<file path="config.mk">
export PLATFORM = sky130hd
export DESIGN_NAME = ps2_scancode_receiver
export DESIGN_NICKNAME = d
export VERILOG_FILES = /design/src/rtl/ps2_scancode_receiver.sv
export SDC_FILE = /design/constraint.sdc
export NUM_CORES = 1
export LEC_CHECK = 0
export CAP_MARGIN = 40
export CELL_PAD_IN_SITES_DETAIL_PLACEMENT = 1
export CELL_PAD_IN_SITES_GLOBAL_PLACEMENT = 1
export CORE_ASPECT_RATIO = 1.25
export CORE_MARGIN = 4
export CORE_UTILIZATION = 48
export CTS_CLUSTER_DIAMETER = 40
export CTS_CLUSTER_SIZE = 40
export DETAILED_ROUTE_END_ITERATION = 8
export GPL_TIMING_DRIVEN = 0
export PLACE_DENSITY_LB_ADDON = 0.15
export SYNTH_ARGS = -nofsm -noshare
export SYNTH_HDL_FRONTEND = slang
export SYNTH_SLANG_ARGS = --single-unit
</file>
<file path="constraint.sdc">
create_clock -name Pixelclock -period 6.3 [get_ports Pixelclock]
set_clock_uncertainty 0.15 [all_clocks]
set_input_delay 0.945 -clock Pixelclock [delete_from_list [all_inputs] [get_ports Pixelclock]]
set_output_delay 0.945 -clock Pixelclock [all_outputs]
set_load 0.05 [all_outputs]
</file>
<file path="src/rtl/ps2_scancode_receiver.sv">
// PS/2 keyboard frame receiver: conditions the raw lines, decodes 11-bit frames
// and tracks make/break prefixes to present the currently held key.
module ps2_scancode_receiver #(
  parameter int FILTER           = 8,
  parameter int TIMEOUT          = 50000,
  parameter bit CLEAR_ON_RELEASE = 1'b1
) (
  input  logic       Pixelclock,
  input  logic       reset,
  input  logic       ps2_clk,
  input  logic       ps2_data,
  output logic [7:0] character,
  output logic       new_code,
  output logic [7:0] rx_byte,
  output logic       rx_valid,
  output logic       frame_error
);

  localparam int TW = $clog2(TIMEOUT + 1);

  typedef enum logic [1:0] {IDLE, SHIFT, CHECK} rxState_t;

  rxState_t    r_state;
  logic [1:0]  r_clkSync;
  logic [1:0]  r_dataSync;
  logic        r_filtClk;
  logic [3:0]  r_filtCnt;
  logic        r_fall;
  logic [3:0]  r_bitCnt;
  logic [7:0]  r_shift;
  logic        r_parity;
  logic        r_stop;
  logic [TW-1:0] r_timer;
  logic        r_brk;
  logic        w_data;
  logic        w_goodFrame;

  assign w_data      = r_dataSync[1];
  assign w_goodFrame = r_stop & (^{r_shift, r_parity});

  // Synchronise both lines; the filtered clock only follows after FILTER agreeing
  // samples, and the strobe is raised on the same edge the filter falls.
  always_ff @(posedge Pixelclock) begin
    if (reset) begin
      r_clkSync  <= 2'b11;
      r_dataSync <= 2'b11;
      r_filtClk  <= 1'b1;
      r_filtCnt  <= '0;
      r_fall     <= 1'b0;
    end else begin
      r_clkSync  <= {r_clkSync[0], ps2_clk};
      r_dataSync <= {r_dataSync[0], ps2_data};
      r_fall     <= 1'b0;
      if (r_clkSync[1] == r_filtClk) begin
        r_filtCnt <= '0;
      end else if (r_filtCnt == 4'(FILTER - 1)) begin
        r_filtClk <= r_clkSync[1];
        r_filtCnt <= '0;
        r_fall    <= ~r_clkSync[1];
      end else begin
        r_filtCnt <= r_filtCnt + 4'd1;
      end
    end
  end

  // Frame state machine with registered outputs. 0xE0 carries no state: only the
  // low byte of an extended code ever reaches character.
  always_ff @(posedge Pixelclock) begin
    if (reset) begin
      r_state     <= IDLE;
      r_bitCnt    <= '0;
      r_shift     <= '0;
      r_parity    <= 1'b0;
      r_stop      <= 1'b0;
      r_timer     <= '0;
      r_brk       <= 1'b0;
      character   <= 8'h00;
      rx_byte     <= 8'h00;
      new_code    <= 1'b0;
      rx_valid    <= 1'b0;
      frame_error <= 1'b0;
    end else begin
      new_code    <= 1'b0;
      rx_valid    <= 1'b0;
      frame_error <= 1'b0;
      case (r_state)
        IDLE: begin
          if (r_fall) begin
            if (!w_data) begin
              r_state  <= SHIFT;
              r_bitCnt <= 4'd1;
              r_timer  <= '0;
            end else begin
              frame_error <= 1'b1;
            end
          end
        end
        SHIFT: begin
          if (r_fall) begin
            r_timer  <= '0;
            r_bitCnt <= r_bitCnt + 4'd1;
            if (r_bitCnt <= 4'd8) begin
              r_shift <= {w_data, r_shift[7:1]};
            end else if (r_bitCnt == 4'd9) begin
              r_parity <= w_data;
            end else begin
              r_stop  <= w_data;
              r_state <= CHECK;
            end
          end else if (r_timer == TW'(TIMEOUT - 1)) begin
            frame_error <= 1'b1;
            r_state     <= IDLE;
            r_bitCnt    <= '0;
          end else begin
            r_timer <= r_timer + TW'(1);
          end
        end
        CHECK: begin
          r_state  <= IDLE;
          r_bitCnt <= '0;
          if (w_goodFrame) begin
            rx_byte  <= r_shift;
            rx_valid <= 1'b1;
            if (r_shift == 8'hF0) begin
              r_brk <= 1'b1;
            end else if (r_shift != 8'hE0) begin
              r_brk <= 1'b0;
              if (!r_brk) begin
                if (r_shift != character) begin
                  character <= r_shift;
                  new_code  <= 1'b1;
                end
              end else if (CLEAR_ON_RELEASE && (r_shift == character)) begin
                character <= 8'h00;
                new_code  <= 1'b1;
              end
            end
          end else begin
            frame_error <= 1'b1;
          end
        end
        default: r_state <= IDLE;
      endcase
    end
  end

endmodule

</file>
==> Word level (Yosys, flattened, before mapping) <==
Cells that the tools add are included.
{ "word_totals": {"regBits": 62, "output_inout_bits": 19} }
{ "classes": {"addsub": 3, "order_cmp": 1, "n_eq_ne": 17, "muxes": 32, "bitwise": 10, "reduce_logical": 20} }
{ "op_table": {"columns": ["op", "n"], "rows": [
  ["$mux W16", 4],
  ["$pmux W16 S2", 1],
  ["$mux W8", 3],
  ["$add A16 B1 Y16 const B", 1],
  ["$eq A16 B16 Y1 const B", 1],
  ["$mux W4", 4],
  ["$reduce_and A4 Y1", 4],
  ["$mux W2", 6],
  ["$ne A3 B3 Y1 const B", 4],
  ["$pmux W4 S3", 1],
  ["$mux W1", 11],
  ["$not A1 Y1", 9],
  ["$reduce_xor A9 Y1", 1],
  ["$add A4 B1 Y4 const B", 2],
  ["$eq A8 B8 Y1", 1],
  ["$eq A8 B8 Y1 const B", 1],
  ["$ne A8 B8 Y1", 1],
  ["$ne A8 B8 Y1 const B", 1],
  ["$reduce_and A3 Y1", 2],
  ["$reduce_and A6 Y1", 1],
  ["$reduce_bool A2 Y1", 3],
  ["$reduce_or A3 Y1", 2],
  ["$reduce_and A5 Y1", 1],
  ["$reduce_or A5 Y1", 1],
  ["other kinds (15)", 17]
]} }

==> Longest topological paths before layout <==
{ "depth": {"depth_word": 5, "mapped_depth": 12} }

==> Least setup slack after synthesis <==
OpenSTA, ideal clock, no wires.
{ "synth_path": {"path_type": "register to register", "from": "register character[3]", "to": "register character[4]", "t_arrival_ns": 2.408, "required_time_ns": 6.022, "slack_ns": 3.614, "stages_incl_launch_ff": 11, "synth_period_minus_slack_ns": 2.686, "path_cell_list": "dfxtp_1 xor2_1 nor4_1 nand4_1 ha_1 nor3b_1 o2111ai_1 mux2i_1 buf_2 mux2i_1 nor2_1"} }
{ "synth_between": {"elab_chain_len": 3, "word_cells_on_any_way": 5, "cone_classes": "eq/ne: 3; reduce/logical: 2"} }
{ "synth_rtl": {"columns": ["item", "line_no", "rtl"], "rows": [
  ["start, declared", "12", "output logic [7:0] character,"],
  ["start signal, assigned", "130", "character <= r_shift;"],
  ["$eq A8 B8 Y1 or $ne A8 B8 Y1 (tied branches)", "133, 129", null],
  ["$ne A2 B1 Y1 (no source line) or $reduce_bool A2 Y1 (tied branches)", null, null],
  ["$reduce_and A6 Y1 (no source line) (*)", null, null]
]} }
Mark *: on every way between the ends. The rest lies on a longest branch, timed or not.
A chain may end at the register's enable or synchronous reset.

==> Worst setup path in the final report <==
{ "layout_path": {"from": "register r_shift[3]", "to": "register character[4]"} }
{ "layout_between": {"elab_chain_len": 3, "word_cells_on_any_way": 10, "cone_classes": "eq/ne: 5; bitwise: 2; reduce/logical: 3"} }
{ "layout_rtl": {"columns": ["item", "line_no", "rtl"], "rows": [
  ["start, declared", "30", "logic [7:0] r_shift;"],
  ["start signal, assigned", "103", "r_shift <= {w_data, r_shift[7:1]};"],
  ["$eq A8 B8 Y1 (tied with other cells)", "133", "end else if (CLEAR_ON_RELEASE && (r_shift == character)) begin"],
  ["$ne A2 B1 Y1 (no source line) (tied with other cells)", null, null],
  ["$reduce_and A6 Y1 (no source line) (*)", null, null]
]} }
Marks and branches as above.

==> results.py <==
metrics = {
    "outcome": {
        "run_status": "complete, no violations",
    },
    "final_layout": {
        "nets": 383,
        "seq_area_mm2": 0.00124,
        "layout_common_cells": "62 x dfxtp_1, 47 x nor2_1, 22 x clkdlybuf4s50_1",
        "diodes": 0,
        "layout-drive-gt1-share": 0.0916,
        "multi_input_area_mm2": 0.00172,
        "layout_commonest_cell": "dfxtp_1",
        "fillers": 734,
        "area_delta_synth_final_pct": 17.2,
        "final_util": 0.582,
    },
    "place": {
        "dpl.hpwl_um": 5340,
        "port-buffer-count": 22,
        "gp_congestion": 0.812,
        "post-place-ws_ns": 3.10,
    },
    "logic_synthesis": {
        "syn_inst": 333,
        "seq_area_frac_synth": 0.403,
        "syn_area_mm2": 0.00308,
        "syn_nets": 350,
        "synth_edf_count": 0,
        "synth_top_area_frac": 0.403,
        "synthFlopType": "dfxtp_1",
        "synth_area_per_cell_um2": 9.25,
        "yosys_warnings": 0,
        "synth.distinct_cells": 55,
        "yosys_register_bits": 62,
        "synth_top_cell_by_area": "dfxtp_1",
        "synth_area_leaders": "dfxtp_1 40%, mux2i_1 6.5%, nor2_1 5.7%",
        "ys_async_sr_fraction": 0,
    },
    "sta": {
        "setup_slack_ns": 3.14,
        "slew_viol_final": 0,
        "finalSetupViolations": 0,
        "rsz0062_at_grt": "false",
        "period_needed_ns": 3.16,
        "hold_viol": 0,
        "tightestPinTransition_ns": 0.677,
        "fmax_mhz": 316,
        "fin_setup_tns_ns": 0,
        "slew_headroom": 0.549,
        "whs_ns": 0.263,
        "post-route-period-util": 0.502,
    },
    "die": {
        "pin_count": 23,
        "die_x_um": 79.6,
        "die_area_mm2": 0.00777,
        "core_mm2": 0.00621,
        "initial_core_util": 0.496,
        "dieHeight_um": 97.6,
        "row_count": 32,
    },
    "setup_path": {
        "startpoint_type": "flop",
        "crit_top_cell": "mux2i_1",
        "crit_cells": 11,
        "path_max_fanout": 10,
        "critPathMaxStageDelay_ns": 0.41,
        "r2r_cells": 11,
        "path_class": "flop to flop",
        "worstPathArrival_ns": 3.24,
        "worstPathRequired_ns": 6.38,
        "crit_buf_inv": 2,
        "end_kind": "flop",
        "path_delay_family": "simple AND/OR/NAND/NOR gates",
        "cp_cell_sequence": "clkbuf_1, xor2_1, nor4_1, nand4_1, ha_1, nor3b_1, o2111ai_1, mux2i_1, buf_2, mux2i_1, nor2_1",
        "slowest_stage": "nor4_1",
    },
    "global_routing": {
        "grt_pass1_wl_um": 12500,
        "grtUsageTotal": 0.207,
        "grt_max_degree": 14,
        "grt_pass1_vias": 2665,
        "grt_antenna_before_repair": 0,
        "grt_overflow": 0,
    },
    "worst_hold_path": {
        "whs_path_depth": 1,
        "hold_class": "flop to flop",
    },
    "clock_tree": {
        "cts_sinks": 62,
        "htree_levels": 3,
        "clk_latency_ns": 0.36,
        "postCtsSetupRepairBufs": 0,
        "cts_resized": 0,
        "clkSlewWorstSetupHoldPaths_ns": 0.08,
        "cts_buffer_depth": 2,
        "holdBufCountCts": 0,
        "cts_root_buf": "clkbuf_8",
        "cts_buffers": 9,
        "cts_tree": "yes",
    },
    "power": {
        "power_density_mw_per_mm2": 222,
        "p_leak_nw": 1.42,
        "ir_drop_v": 0.000152,
        "p_total_mw": 0.802,
    },
    "drt": {
        "first_pass_iters": 6,
        "drc": 0,
        "antenna_left": 0,
        "drt_iter0_markers": 79,
        "avgRoutedWirePerCell_um": 16.4,
        "drt-vias-per-instance": 5.49,
        "vias": 2505,
        "wl_um": 7500,
    },
    "flow_run": {
        "drv_cap": 0,
    },
}
through the flow:
stage	instances	cell area, um^2
after floorplan	333	3080
after global placement	440	3410
after detailed placement	440	3410
after CTS	456	3610
after global routing	456	3610
final	456	3610
worst register-to-register path, cell delays in order (launching register included):
cell       delay, ns
dfxtp_1         0.31
clkbuf_1        0.31
xor2_1          0.13
nor4_1          0.41
nand4_1         0.19
ha_1            0.23
nor3b_1         0.25
o2111ai_1       0.15
mux2i_1         0.36
buf_2           0.29
mux2i_1         0.20
nor2_1          0.05
flip-flops by register name, summed over array words and instances (netlist names), 2 cells and up:
signal / flops
rx_byte: 8
r_dataSync: 2
r_clkSync: 2
r_filtCnt: 4
r_state: 2
character: 8
r_bitCnt: 4
r_shift: 8
r_timer: 16
path summary, 6_finish.rpt:
kind / from / slack (ns) / endpoint
hold / removal: r_dataSync[0] / 0.26 / r_dataSync[1]
hold reg to reg: r_dataSync[0] / 0.26 / r_dataSync[1]
setup reg to reg: r_shift[3] / 3.14 / character[4]
setup / recovery: r_shift[3] / 3.14 / character[4]
synthesized netlist by cell type, types with 6 or more instances:
master	n
dfxtp_1	62
nor2_1	47
mux2i_1	20
a21oi_1	17
xor2_1	15
ha_1	13
nand3_1	13
inv_1	11
clkbuf_1	10
nand2b_1	10
o21ai_0	10
xnor2_1	10
nand2_1	8
and3_1	6
final cells by class:
cell class                      count  area share
Multi-Input combinational cell    243       0.477
Clock inverter                      7      0.0222
Buffer                             16      0.0194
Inverter                           12      0.0125
Timing Repair Buffer               22      0.0610
Tap cell                           85      0.0295
Sequential cell                    62       0.344
Clock buffer                        9      0.0343
per-layer routing:
layer	share of wire	global-route usage
met5	0	0
met4	0.026	0.111
met3	0.021	0.0362
met2	0.56	0.390
met1	0.39	0.208
power by group:
part           total [mW]  switching (mW)  internal (mW)
clock               0.368           0.181          0.187
combinational      0.0361          0.0230         0.0131
sequential          0.398         0.00314          0.395
logic make-up (layout without fill, tap and decap cells):
| family | count (synthesis) | after routing | share of synthesized area |
|---|---|---|---|
| AOI/OAI and AO/OA | 54 | 54 | 0.112 |
| buffers and inverters | 28 | 66 | 0.0374 |
| adders and majority gates | 13 | 13 | 0.0528 |
| xor gates and xnor gates | 28 | 28 | 0.0935 |
| DFF | 62 | 62 | 0.403 |
| and+or+nand+nor | 127 | 127 | 0.233 |
| muxes | 21 | 21 | 0.0687 |
(Power assumes the default switching activity.)
==> patch: new RTL, same settings <==
Change the parameter `TIMEOUT` from 50000 to 200000.
--- a/src/rtl/ps2_scancode_receiver.sv
+++ b/src/rtl/ps2_scancode_receiver.sv
@@ -2,7 +2,7 @@
 // and tracks make/break prefixes to present the currently held key.
 module ps2_scancode_receiver #(
   parameter int FILTER           = 8,
-  parameter int TIMEOUT          = 50000,
+  parameter int TIMEOUT          = 200000,
   parameter bit CLEAR_ON_RELEASE = 1'b1
 ) (
   input  logic       Pixelclock,
Check against the original RTL: same outputs for any inputs over 10 cycles, from zero or initial values and one cycle with reset high; that may be too few to reach the edited logic, so the function may still have changed.
==> patch against the unedited design <==
  * Core utilization is essentially flat
  * Maximum frequency is 9.2% higher
  * Final cell count grew 6.8%
  * Synthesized area up 7.0%
  * Wire length increased by 12%
  * Sequential cell count rose by 2
  * First-iteration DRC count rose by 30%
  * Total power grew 6.5%
  * Worst setup slack improved by 0.27 ns
  * Largest cell class unchanged
  * Sequential power up 3%
  * Cell area up 6.4%
==> patch: results (changes against the unedited design) <==
Outcome
  – Status: finished, final reports clean

Place
  – DP Cell Count: 471 (+7.0%)
  – Port Buf Inserts: 21 (-4.5%)
  – Global placement routability congestion: 0.869 (+6.9%)
  – Placed Area: 3610 um^2 (+6.1%)

Yosys
  – Adder-Cell Fraction of Synth Area: 0.0456 (-0.00725)
  – Synthesized flop and latch total: 64 (+3.2%)
  – Top cells by area, synth: dfxtp_1 39%, mux2i_1 5.5%, nor2_1 5.1%, ha_1 4.6%, xor2_1 2.9%
  – Sequential-to-total area share from yosys stat: 0.389 (-0.0142)
  – Post-Syn Nets: 379 (+8.3%)
  – Commonest cells post-synth: 64 x dfxtp_1, 45 x nor2_1, 19 x a21oi_1, 19 x nand3_1, 18 x mux2i_1

Critical path
  – R2R setup slack: 3.41 ns (+0.27 ns)
  – WP data arrival: 2.97 ns (-0.27 ns)

Global route
  – Total track usage: 0.223 (+0.0159)
  – Met1 Usage GRT: 0.243 (+0.0352)
  – Met2 usage: 0.404 (+0.0141)

Cells and area
  – Share of cells above drive strength 1: 0.120 (+0.0284)
  – Non-clock buffer count: 40 (+5.3%)
  – Sequential Area: 1280 um^2 (+3.2%)
  – Area of the multi-input gates: 1860 um^2 (+7.8%)
  – Multi-input gates: 265 (+9.1%)
  – ClkCell Share: 0.0590 (+0.00248)

Route
  – Via density per instance: 5.59 (+1.7%)
  – Routed Wire Length: 8.39 mm (+12%)
  – Met2 wire len: 4.39 mm (+4.6%)
  – Initial DRC Count: 103 (+30%)

Pwr
  – Total power per unit cell area: 222 nW/um^2 (+0.11%)
[patch: how the worst max path moves through the flow]
stage,from,endpoint,slack [ns],cells past startpoint
global route,r_shift[3]$_SDFFE_PP0P_,character[4]$_SDFFE_PP0P_,3.17,11
global placement,r_shift[3]$_SDFFE_PP0P_,character[4]$_SDFFE_PP0P_,3.44,11
finish,r_shift[3]$_SDFFE_PP0P_,character[4]$_SDFFE_PP0P_,3.41,11
detailed placement,r_shift[3]$_SDFFE_PP0P_,character[4]$_SDFFE_PP0P_,3.43,11
CTS,r_shift[3]$_SDFFE_PP0P_,character[4]$_SDFFE_PP0P_,3.36,11
floorplan,character[3]$_SDFFE_PP0P_,character[4]$_SDFFE_PP0P_,3.66,10
[patch: power by group]
part | switching, W | internal, W
Sequential | 0.00000315 | 0.000407
Clock | 0.000180 | 0.000227
Combinational | 0.0000253 | 0.0000120
Total | 0.000208 | 0.000646
